--- src/rtl/pipe_start_ctrl.sv ---
// Start-up/run controller for a circular-buffer latency pipeline: clear, pipe reset, fill, run.
// Optional macro PDEPTH_TRACK_EN: a depth change in START_PIPE/RUN forces an automatic refill.
module pipe_start_ctrl #(
  parameter int unsigned AW       = 9,
  parameter int unsigned HOLD_CYC = 4,
  parameter int unsigned HW       = 3
) (
  input  logic          CLK,
  input  logic          RST,
  input  logic          RESTART,
  input  logic [AW-1:0] PDEPTH,
  output logic          PIP_RST,
  output logic          WE,
  output logic          RE,
  output logic [AW-1:0] WADDR,
  output logic [AW-1:0] RADDR,
  output logic [AW-1:0] WCNT,
  output logic          RUNNING,
  output logic [2:0]    STATE
);

  typedef enum logic [2:0] {
    S_IDLE       = 3'd0,
    S_CLEAR      = 3'd1,
    S_RESET_PIPE = 3'd2,
    S_RUN        = 3'd3,
    S_START_PIPE = 3'd4
  } state_t;

  state_t        state, nstate;
  logic [HW-1:0] hcnt, hcnt_n;
  logic [AW-1:0] wcnt, wcnt_n;
  logic [AW-1:0] waddr, waddr_n;
  logic [AW-1:0] pd_lat, pd_lat_n;
  logic          re_q;
  logic          hold_done;
  logic          depth_change;
  logic          pip_rst_c;
  logic          we_c;

  assign hold_done = (hcnt == HW'(HOLD_CYC - 1));

`ifdef PDEPTH_TRACK_EN
  assign depth_change = (PDEPTH != pd_lat);
`else
  assign depth_change = 1'b0;
`endif

  always_ff @(posedge CLK or posedge RST) begin
    if (RST) begin
      state  <= S_IDLE;
      hcnt   <= '0;
      wcnt   <= '0;
      waddr  <= '0;
      pd_lat <= '0;
      re_q   <= 1'b0;
    end else begin
      state  <= nstate;
      hcnt   <= hcnt_n;
      wcnt   <= wcnt_n;
      waddr  <= waddr_n;
      pd_lat <= pd_lat_n;
      re_q   <= (nstate == S_RUN);
    end
  end

  always_comb begin
    nstate    = state;
    hcnt_n    = hcnt;
    wcnt_n    = wcnt;
    waddr_n   = waddr;
    pd_lat_n  = pd_lat;
    pip_rst_c = 1'b0;
    we_c      = 1'b0;
    case (state)
      S_IDLE: begin
        hcnt_n = '0;
        if (!RESTART) nstate = S_CLEAR;
      end
      S_CLEAR: begin
        if (RESTART) begin
          nstate = S_IDLE;
          hcnt_n = '0;
        end else if (hold_done) begin
          nstate = S_RESET_PIPE;
          hcnt_n = '0;
        end else begin
          hcnt_n = hcnt + 1'b1;
        end
      end
      S_RESET_PIPE: begin
        pip_rst_c = 1'b1;
        if (RESTART) begin
          nstate = S_IDLE;
          hcnt_n = '0;
        end else begin
          waddr_n = '0;
          wcnt_n  = '0;
          if (hold_done) begin
            nstate   = S_START_PIPE;
            hcnt_n   = '0;
            pd_lat_n = PDEPTH;
          end else begin
            hcnt_n = hcnt + 1'b1;
          end
        end
      end
      S_START_PIPE: begin
        we_c = 1'b1;
        if (RESTART || depth_change) begin
          nstate = S_IDLE;
          hcnt_n = '0;
        end else begin
          waddr_n = waddr + 1'b1;
          // the fill counter stops at the depth so it reads back as the latched depth in RUN
          if (wcnt == pd_lat) nstate = S_RUN;
          else                wcnt_n = wcnt + 1'b1;
        end
      end
      S_RUN: begin
        we_c = 1'b1;
        if (RESTART || depth_change) begin
          nstate = S_IDLE;
          hcnt_n = '0;
        end else begin
          waddr_n = waddr + 1'b1;
        end
      end
      default: begin
        nstate = S_IDLE;
        hcnt_n = '0;
      end
    endcase
  end

  assign PIP_RST = pip_rst_c;
  assign WE      = we_c;
  assign RE      = re_q;
  assign WADDR   = waddr;
  assign RADDR   = waddr - pd_lat;
  assign WCNT    = wcnt;
  assign RUNNING = (state == S_RUN);
  assign STATE   = state;

endmodule

--- config.mk ---
export PLATFORM = sky130hd
export DESIGN_NAME = pipe_start_ctrl
export DESIGN_NICKNAME = d
export VERILOG_FILES = /design/src/rtl/pipe_start_ctrl.sv
export SDC_FILE = /design/constraint.sdc
export NUM_CORES = 1
export LEC_CHECK = 0
export ABC_AREA = 1
export CORE_MARGIN = 8
export CORE_UTILIZATION = 40
export CTS_CLUSTER_SIZE = 28
export DETAILED_ROUTE_END_ITERATION = 10
export GPL_TIMING_DRIVEN = 1
export SYNTH_ARGS = -nofsm -noshare
export SYNTH_HDL_FRONTEND = slang
export SYNTH_SLANG_ARGS = --single-unit
--- constraint.sdc ---
create_clock -name CLK -period 2.4 [get_ports CLK]
set_input_delay 0.6 -clock CLK [delete_from_list [all_inputs] [get_ports CLK]]
set_output_delay 0.6 -clock CLK [all_outputs]
set_load 0.01 [all_outputs]
==> results of run 1 <==
-- cell families after synthesis --
family	synth area share
adder cells (fa/ha/maj)	0.0691
XOR/XNOR	0.0768
multiplexers	0.00658
flip-flops	0.373
AND/OR/NAND/NOR	0.292
buffers and inverters	0.0702
AO/OA/AOI/OAI	0.112
-- where the power goes --
group          switching [mW]  leakage [nW]  internal, mW
logic                   0.150          1.17         0.174
registers              0.0181         0.416         0.591
clock network           0.217        0.0472         0.231
-- cell usage after synthesis, types with 2 or more instances --
| cell | instances |
|---|---|
| sky130_fd_sc_hd__nand2_1 | 69 |
| sky130_fd_sc_hd__inv_1 | 36 |
| sky130_fd_sc_hd__dfrtp_1 | 34 |
| sky130_fd_sc_hd__nor2_1 | 29 |
| sky130_fd_sc_hd__nand3_1 | 22 |
| sky130_fd_sc_hd__ha_1 | 11 |
| sky130_fd_sc_hd__xnor2_1 | 11 |
| sky130_fd_sc_hd__xor2_1 | 9 |
| sky130_fd_sc_hd__a21oi_1 | 8 |
| sky130_fd_sc_hd__a21oi_2 | 8 |
| sky130_fd_sc_hd__o21ai_0 | 7 |
| sky130_fd_sc_hd__nand4_1 | 6 |
| sky130_fd_sc_hd__nand2_4 | 5 |
| sky130_fd_sc_hd__o21ai_1 | 5 |
| sky130_fd_sc_hd__a21o_1 | 3 |
| sky130_fd_sc_hd__nor2_2 | 3 |
| sky130_fd_sc_hd__a32o_1 | 2 |
| sky130_fd_sc_hd__inv_2 | 2 |
| sky130_fd_sc_hd__nand3_2 | 2 |
| sky130_fd_sc_hd__o22ai_1 | 2 |
-- layout make-up --
class                   count  area (sq um)
clock buffers               6          82.6
clock inverters             2          12.5
fillers                   527          2230
inverters                  39           149
multi-input cells         213          1330
flip-flops and latches     34           852
well taps                  72          90.1
repair buffers             89           758
-- flip-flops by register name (all words and copies together) (netlist names) --
| signal | flops |
|---|---|
| pd_lat | 9 |
| STATE | 3 |
| WCNT | 9 |
| RE | 1 |
| hcnt | 3 |
| WADDR | 9 |
-- worst register-to-register path, delay by kind of cell (launching register included) --
kind / cells / cell delay, ns
and+or+nand+nor: 2 / 0.55
DFF: 1 / 0.38
muxes: 1 / 0.35
adders and majority gates: 1 / 0.15
buffers and inverters: 1 / 0.05
-- through the flow --
stage               instance area, sq um  power, mW  instances
CTS                                 3210       1.38        452
floorplan                           2280      0.743        287
global placement                    3090      0.928        440
finish                              3280       1.38        455
global route                        3280       1.45        455
detailed placement                  3090      0.932        440
-- layer usage --
metal	global-route usage	vias up
li1	-	1117
met1	0.187	1004
met2	0.238	41
met3	0.0436	7
met4	0.0382	0
met5	0	-
-- final timing paths --
check | from | end
worst max-delay path | pd_lat[0] | RADDR[6]
worst min-delay path | hcnt[1] | hcnt[1]
worst max register to register | hcnt[0] | pd_lat[8]
worst min register to register | hcnt[1] | hcnt[1]
max in group asynchronous | RST | STATE[1]
min in group asynchronous | RST | WADDR[4]
-- timing repair --
action,in CTS,in global routing
gates resized for setup,33,15
endpoints found under the setup margin,8,8
buffers inserted,4,4
pin swaps,4,8
hold buffers,0,0
==> results.txt, run 1 <==
The H-tree depth reported by CTS was 2. The type of the worst min-delay path is flop to flop. On the final layout, the worst clock skew is 0.0107 ns. The tightest slew margin relative to the limit is 0.708, and the time the final worst path needs with I/O delays and setup is 2.63 ns. After detailed routing, the total wire length is 5950 um. The floorplan has 27 rows.

The post-detailed-route via-to-cell ratio works out to 4.77. By area the synthesized netlist is led by sky130_fd_sc_hd__dfrtp_1 (37%), sky130_fd_sc_hd__nand2_1 (11%), sky130_fd_sc_hd__ha_1 (6.0%). The final reports fail on negative setup slack. During synthesis, Yosys emitted a total of 0 warnings. In the routed design, unresolved DRC markers number 0. At the later pin of the worst-skew pair, clock insertion delay measures 0.28 ns. STA puts the critical path data arrival time at 2.03 ns.

The total nets after synthesis is 311. The async set or reset register ratio after synthesis was 1.00. After synthesis the netlist holds a flip-flop and latch count of 34. The fraction of synthesized cell area taken by the top area cell type is 0.373. Counting along the longest clock path gives a buffer depth of 2. The buffers plus inverters on the worst setup path is 2.

The utilization of the core after routing is 0.595, and the wire length per cell after detailed routing is 13.1 um. TritonCTS built the clock tree. For the part of the Yosys area used for sequential elements, the log shows 0.373. Number of global-route vias before repair: 2,247. In this run the mean area of a mapped cell was 7.95 sq um. The final worst setup slack was -0.226 ns; the area of the core was 5510 sq um. The worst setup path is captured at an output port. The post-route setup TNS came out at -0.711 ns. Along the worst path, the maximum fanout reaches 2.

The logs give 2770 um for the detailed-routing wirelength on met1 and 2,169 for the overall via count from detail_route. In the detailed route, the total length drawn on met2 is 2790 um. The pre-CTS setup slack is -0.394 ns, and the count of cells along the worst hold path is 1. The tightest hold path in the finished design has a slack of 0.512 ns. Primary flip-flop cell chosen by synthesis mapping: sky130_fd_sc_hd__dfrtp_1. On the critical path, the stage with the largest delay is an instance of sky130_fd_sc_hd__dfrtp_1. Pin placement for this block handled 46 I/O pins. The die is 91.5 um tall. The clock drives 34 sinks. In this run the power density over the cells is 421 nW/um^2. After the last flow step, the layout net total stands at 406. The library cell used most frequently in the layout, excluding fill and tap cells, is sky130_fd_sc_hd__nand2_1.

The critical path is of the flop to output port type. The number of cells on the worst reg-to-reg path is 5. The run gives 0 as the number of antenna violations at the first check in global routing. Leaving out fill and tap cells, the most frequent cells in the layout are sky130_fd_sc_hd__nand2_1 (66), sky130_fd_sc_hd__buf_4 (42), sky130_fd_sc_hd__clkdlybuf4s50_1 (37), sky130_fd_sc_hd__dfrtp_1 (33), sky130_fd_sc_hd__inv_1 (33). After clock tree synthesis, the clock-pin slew on the worst setup and hold paths is 0.08 ns.

The overall global routing resource usage is 0.148, and the number of distinct library cells after synthesis is 33. The number of antenna diodes in the final layout is 0. For this run, the top clock speed supported by timing is 0.381 GHz. The starting utilization of the core area is 0.414, and the final critical-path share of the clock period is 1.09. The area growth from synthesis to layout is 43.7%. Clock tree synthesis inserted a total of 5 buffers. The delay of the slowest critical-path stage came out at 0.41 ns. The max-capacitance violation count came out at 0. The flow ran to the end, but the final reports show violations. Entering global routing, the biggest net connects 35 pins. The logic depth of the worst setup path including buffers works out to 10. Port buffering added 45 buffers. The logs give 0 for the final count of pins violating max slew and 0.280 mV for the worst-case vdd ir drop. The remaining antenna violation count was 0. Traced cell by cell, the critical path runs through ha_4 > fa_2 > o21ai_2 > buf_4 > nand2_2 > nand2_2 > nand2_2 > a21o_1 > nand2_1 > buf_2. The biggest area contributor in the post-synthesis netlist is sky130_fd_sc_hd__dfrtp_1. The synthesized area was 2280 sq um.

In this run the register-to-register setup slack is 0.81 ns. The width of the die was 91.5 um. The highest metal layer with signal wires was met4.

Setup violations remaining at the end of the flow were counted as 5. The category of cells accounting for the largest share of critical-path delay is adder cells. The cell count after synthesis came out at 287. Setup repair after global routing could not meet its margin everywhere. The analysis attributes to cell leakage a power of 1.63 nW. For the final global-route overflow total, the log shows 0. STA classifies the critical path startpoint as a flop.

The count of flip-flops with a built-in enable after synthesis was 0; the number of failing hold endpoints at the final stage was 0. The detailed-placement wirelength estimate came out at 4420 um. For this block, the initial DRC count from the detailed router was 75. Full die area: 8380 sq um. Among the stages of the critical path, the cell type that occurs most often is sky130_fd_sc_hd__nand2_2.

The met3 wire length was 310 um. Clock tree synthesis selected as its root buffer the cell sky130_fd_sc_hd__clkbuf_8. Wire length of the first global-routing pass: 10,400 um. The actual transition at the worst max-transition pin is 0.437 ns, and the detailed-routing iteration count for the pre-antenna-repair pass is 4. The placer's final routability congestion estimate is 0.818. Data on the critical path is required at its endpoint by 1.80 ns. The share of cells above drive strength 1 works out to 0.261.
(Power assumes the default switching activity.)
==> inputs of run 2 (changes only) <==
--- a/config.mk
+++ b/config.mk
@@ -6,7 +6,6 @@
 export NUM_CORES = 1
 export LEC_CHECK = 0
 export ABC_AREA = 1
-export CORE_MARGIN = 8
 export CORE_UTILIZATION = 40
 export CTS_CLUSTER_SIZE = 28
 export DETAILED_ROUTE_END_ITERATION = 10
==> run 2 against run 1 <==
Net effect: the run still ends with negative setup slack left; register-to-register slack hardly changed; wire length shrank 9.1%; via count decreased by 1.4%; hold slack better by 0.0035 ns; combinational power is 6% lower; global-route usage grew 4.5 points; critical path type unchanged; highest routed layer unchanged.
==> results.txt, run 2 (synthesized netlist as in run 1, its figures left out) <==
In this run the clock root is driven by a sky130_fd_sc_hd__clkbuf_8. The utilization of the core after routing is 0.588 (-0.00727), and the post-layout instance area is 3240 sq um (-1.2%). The run gives 5 (unchanged) as the number of CTS-inserted buffers. The peak fanout along the critical path was 3 (+1). The buffers plus inverters on the worst setup path works out to 1 (-1). For the overall via count from detail_route, the log shows 2,138 (-1.4%). The run gives 440 (unchanged) as the total placed cells including tap cells.

Number of antenna violations at the first check in global routing: 0 (unchanged). The logs give 6010 sq um (-28%) for the full die area and 35 (unchanged) for the maximum number of pins on one net before global-route repair. For the worst endpoint required time, the log shows 1.80 ns (about the same). Sort of element at the end of the critical path: an output port. The detailed-placement wirelength estimate is 4140 um (-6.5%).

The tools report the tightest slew margin relative to the limit as 0.711 (+0.00292). The run gives 4 (unchanged) as the detailed-routing iteration count for the pre-antenna-repair pass. The checks that failed: negative setup slack. The final-layout fill cell count came out at 532 (+0.95%). TritonCTS built the clock tree. The post-CTS clock slew at the launch and capture registers of the worst setup and hold paths is 0.08 ns (about the same), and the area of the core is 5510 sq um (unchanged). The final critical-path share of the clock period came out at 1.04 (-0.0584). The worst setup path is launched from a flop. The vertical extent of the die works out to 77.5 um (-15%). The actual transition at the worst max-transition pin was 0.433 ns (-0.00438 ns); the post-detailed-route via-to-cell ratio was 4.73 (-0.77%). The run gives 0.266 mV (-5.0%) as the worst-case vdd ir drop. The buffer depth of the longest clock path is 2 (unchanged), and the max-capacitance violation count is 0 (unchanged). The wire length of the first global-routing pass was 9230 um (-11%); the largest clock skew in the final design was 0.00900 ns (-0.00175 ns). The global routing usage on met1 was 0.268 (+0.0815). The critical path is of the flop to output port type. The tools report the count of antenna diodes in the layout as 0 (unchanged). Time the final worst path needs with I/O delays and setup: 2.49 ns (-0.140 ns).

The logs give 0 (unchanged) for the hold buffer count at CTS and 0 (unchanged) for the detailed-route DRC error count. The cell occurring most often along the worst timing path was sky130_fd_sc_hd__nand2_1. The placed instance area is 3090 sq um (unchanged), and the count of standard-cell rows is 27 (unchanged).

After global routing, the most crowded layer is met2. For the met2 demand-to-capacity share in global routing, the log shows 0.313 (+0.0750). Setup repair after global routing could not meet its margin everywhere.

The final worst setup slack is -0.0854 ns (+0.140 ns), and the final global-route overflow total is 0 (unchanged). The library cell used most frequently in the layout, excluding fill and tap cells, is sky130_fd_sc_hd__nand2_1. The logs give 2 (unchanged) for the H-tree depth reported by CTS and 46 (unchanged) for the boundary pin count. The tools report the number of DRC markers after the initial detailed-route iteration as 54 (-28%).

The tools report the pre-CTS setup slack as -0.372 ns (+0.0223 ns). Category of cells accounting for the largest share of critical-path delay: adder cells. The non-filler instance count after layout is 452 (-0.66%). For the remaining antenna violation count, the log shows 0 (unchanged). The tools report the static leakage as 1.61 nW (-1.1%). The critical path arrival is 1.89 ns (-0.14 ns), and the number of global-route vias before repair is 2,030 (-9.7%). The count of buffers inserted at the top-level ports is 45 (unchanged), and the global-route met3 utilization is 0.0318 (-0.0119).

For this design, the slowest cell found on the critical path is sky130_fd_sc_hd__dfrtp_1. The run gives 5410 um (-9.1%) as the total routed wirelength. For the final net count, the log shows 403 (-0.74%). The top cell types in the final layout, fill and taps aside, are sky130_fd_sc_hd__nand2_1 (68), sky130_fd_sc_hd__buf_4 (41), sky130_fd_sc_hd__clkdlybuf4s50_1 (37), sky130_fd_sc_hd__dfrtp_1 (34), sky130_fd_sc_hd__inv_1 (34). Width of the die: 77.5 um (-15%). The tools report the TritonCTS sink count as 34 (unchanged). The delay of the slowest critical-path stage was 0.41 ns (about the same); the final count of pins violating max slew was 0 (unchanged). The share of cells above drive strength 1 is 0.245 (-0.0164), and the synthesis-to-finish area growth is 42.0%. The tools report the post-route setup TNS as -0.221 ns (+0.490 ns). The run gives 4 (-1) as the count of final setup violators. For the highest clock rate, the log shows 0.402 GHz (+5.6%). For the clock insertion delay at the later pin of the skew report, the log shows 0.28 ns (about the same). The flow ran to the end, but the final reports show violations.

The worst hold path belongs to the class flop to flop. The total power density per cell area was 420 nW/um^2 (-0.21%); the number of failing hold endpoints at the final stage was 0 (unchanged). The overall global routing resource usage was 0.193 (+0.0451); the placer's final routability congestion estimate was 0.862 (+5.3%).

The wire length per cell after detailed routing is 12.0 um (-8.5%). Traced cell by cell, the critical path runs through ha_4 > fa_2 > o21ai_4 > nand2_1 > nand2_1 > nand2_2 > a21o_1 > nand2_1 > buf_2. The run gives 0.414 (unchanged) as the starting utilization of the core area.
## run 2: per-layer routing
metal	routed length, um	vias up
met5	0	-
met4	30	0
met3	161	2
met2	2550	33
met1	2670	990
li1	-	1113
## run 2: path summary, 6_finish.rpt
check | start | to | slack, ns | cells past startpoint
worst min register to register | hcnt[1] | hcnt[1] | 0.52 | 1
worst min-delay path | hcnt[1] | hcnt[1] | 0.52 | 1
min in group asynchronous | RST | hcnt[1] | 0.71 | 3
max in group asynchronous | RST | pd_lat[6] | 1.38 | 3
worst max-delay path | pd_lat[0] | RADDR[6] | -0.09 | 9
worst max register to register | WADDR[0] | WADDR[8] | 0.80 | 9
## run 2: stage by stage
step           hold WS, ns  power (mW)
2_1_floorplan        0.470       0.743
3_3_place_gp         0.479       0.925
3_5_place_dp         0.499       0.928
4_1_cts              0.518        1.38
5_1_grt              0.535        1.43
6_report             0.516        1.36
## run 2: worst register-to-register path, cell delays in order, from the launching register on
cell and delay, ns:
sky130_fd_sc_hd__dfrtp_1 0.36, sky130_fd_sc_hd__buf_4 0.11, sky130_fd_sc_hd__buf_4 0.10, sky130_fd_sc_hd__ha_1 0.21, sky130_fd_sc_hd__nand4_1 0.18, sky130_fd_sc_hd__nor2_1 0.12
sky130_fd_sc_hd__nand2_1 0.08, sky130_fd_sc_hd__nor3_2 0.15, sky130_fd_sc_hd__and2_1 0.15, sky130_fd_sc_hd__nor2_1 0.04
## run 2: repair_timing
| item | CTS | global route |
|---|---|---|
| setup buffers | 1 | 3 |
| resized for setup | 36 | 4 |
| pin swaps | 3 | 2 |
| gates cloned | 0 | 0 |
| endpoints found under the setup margin | 8 | 7 |
| hold endpoints to repair | 0 | 0 |
## run 2: where the power goes
group | internal, mW | switching, mW
Sequential | 0.591 | 0.0166
Combinational | 0.162 | 0.144
Clock | 0.231 | 0.217
Total | 0.984 | 0.377
## run 2: layout make-up
class / instances / area, sq um / share of cell area
Inverter: 39 / 149 / 0.0460
Multi-Input combinational cell: 213 / 1330 / 0.411
Tap cell: 72 / 90.1 / 0.0278
Sequential cell: 34 / 851 / 0.263
Timing Repair Buffer: 86 / 722 / 0.223
Clock inverter: 2 / 12.5 / 0.00386
Clock buffer: 6 / 82.6 / 0.0255
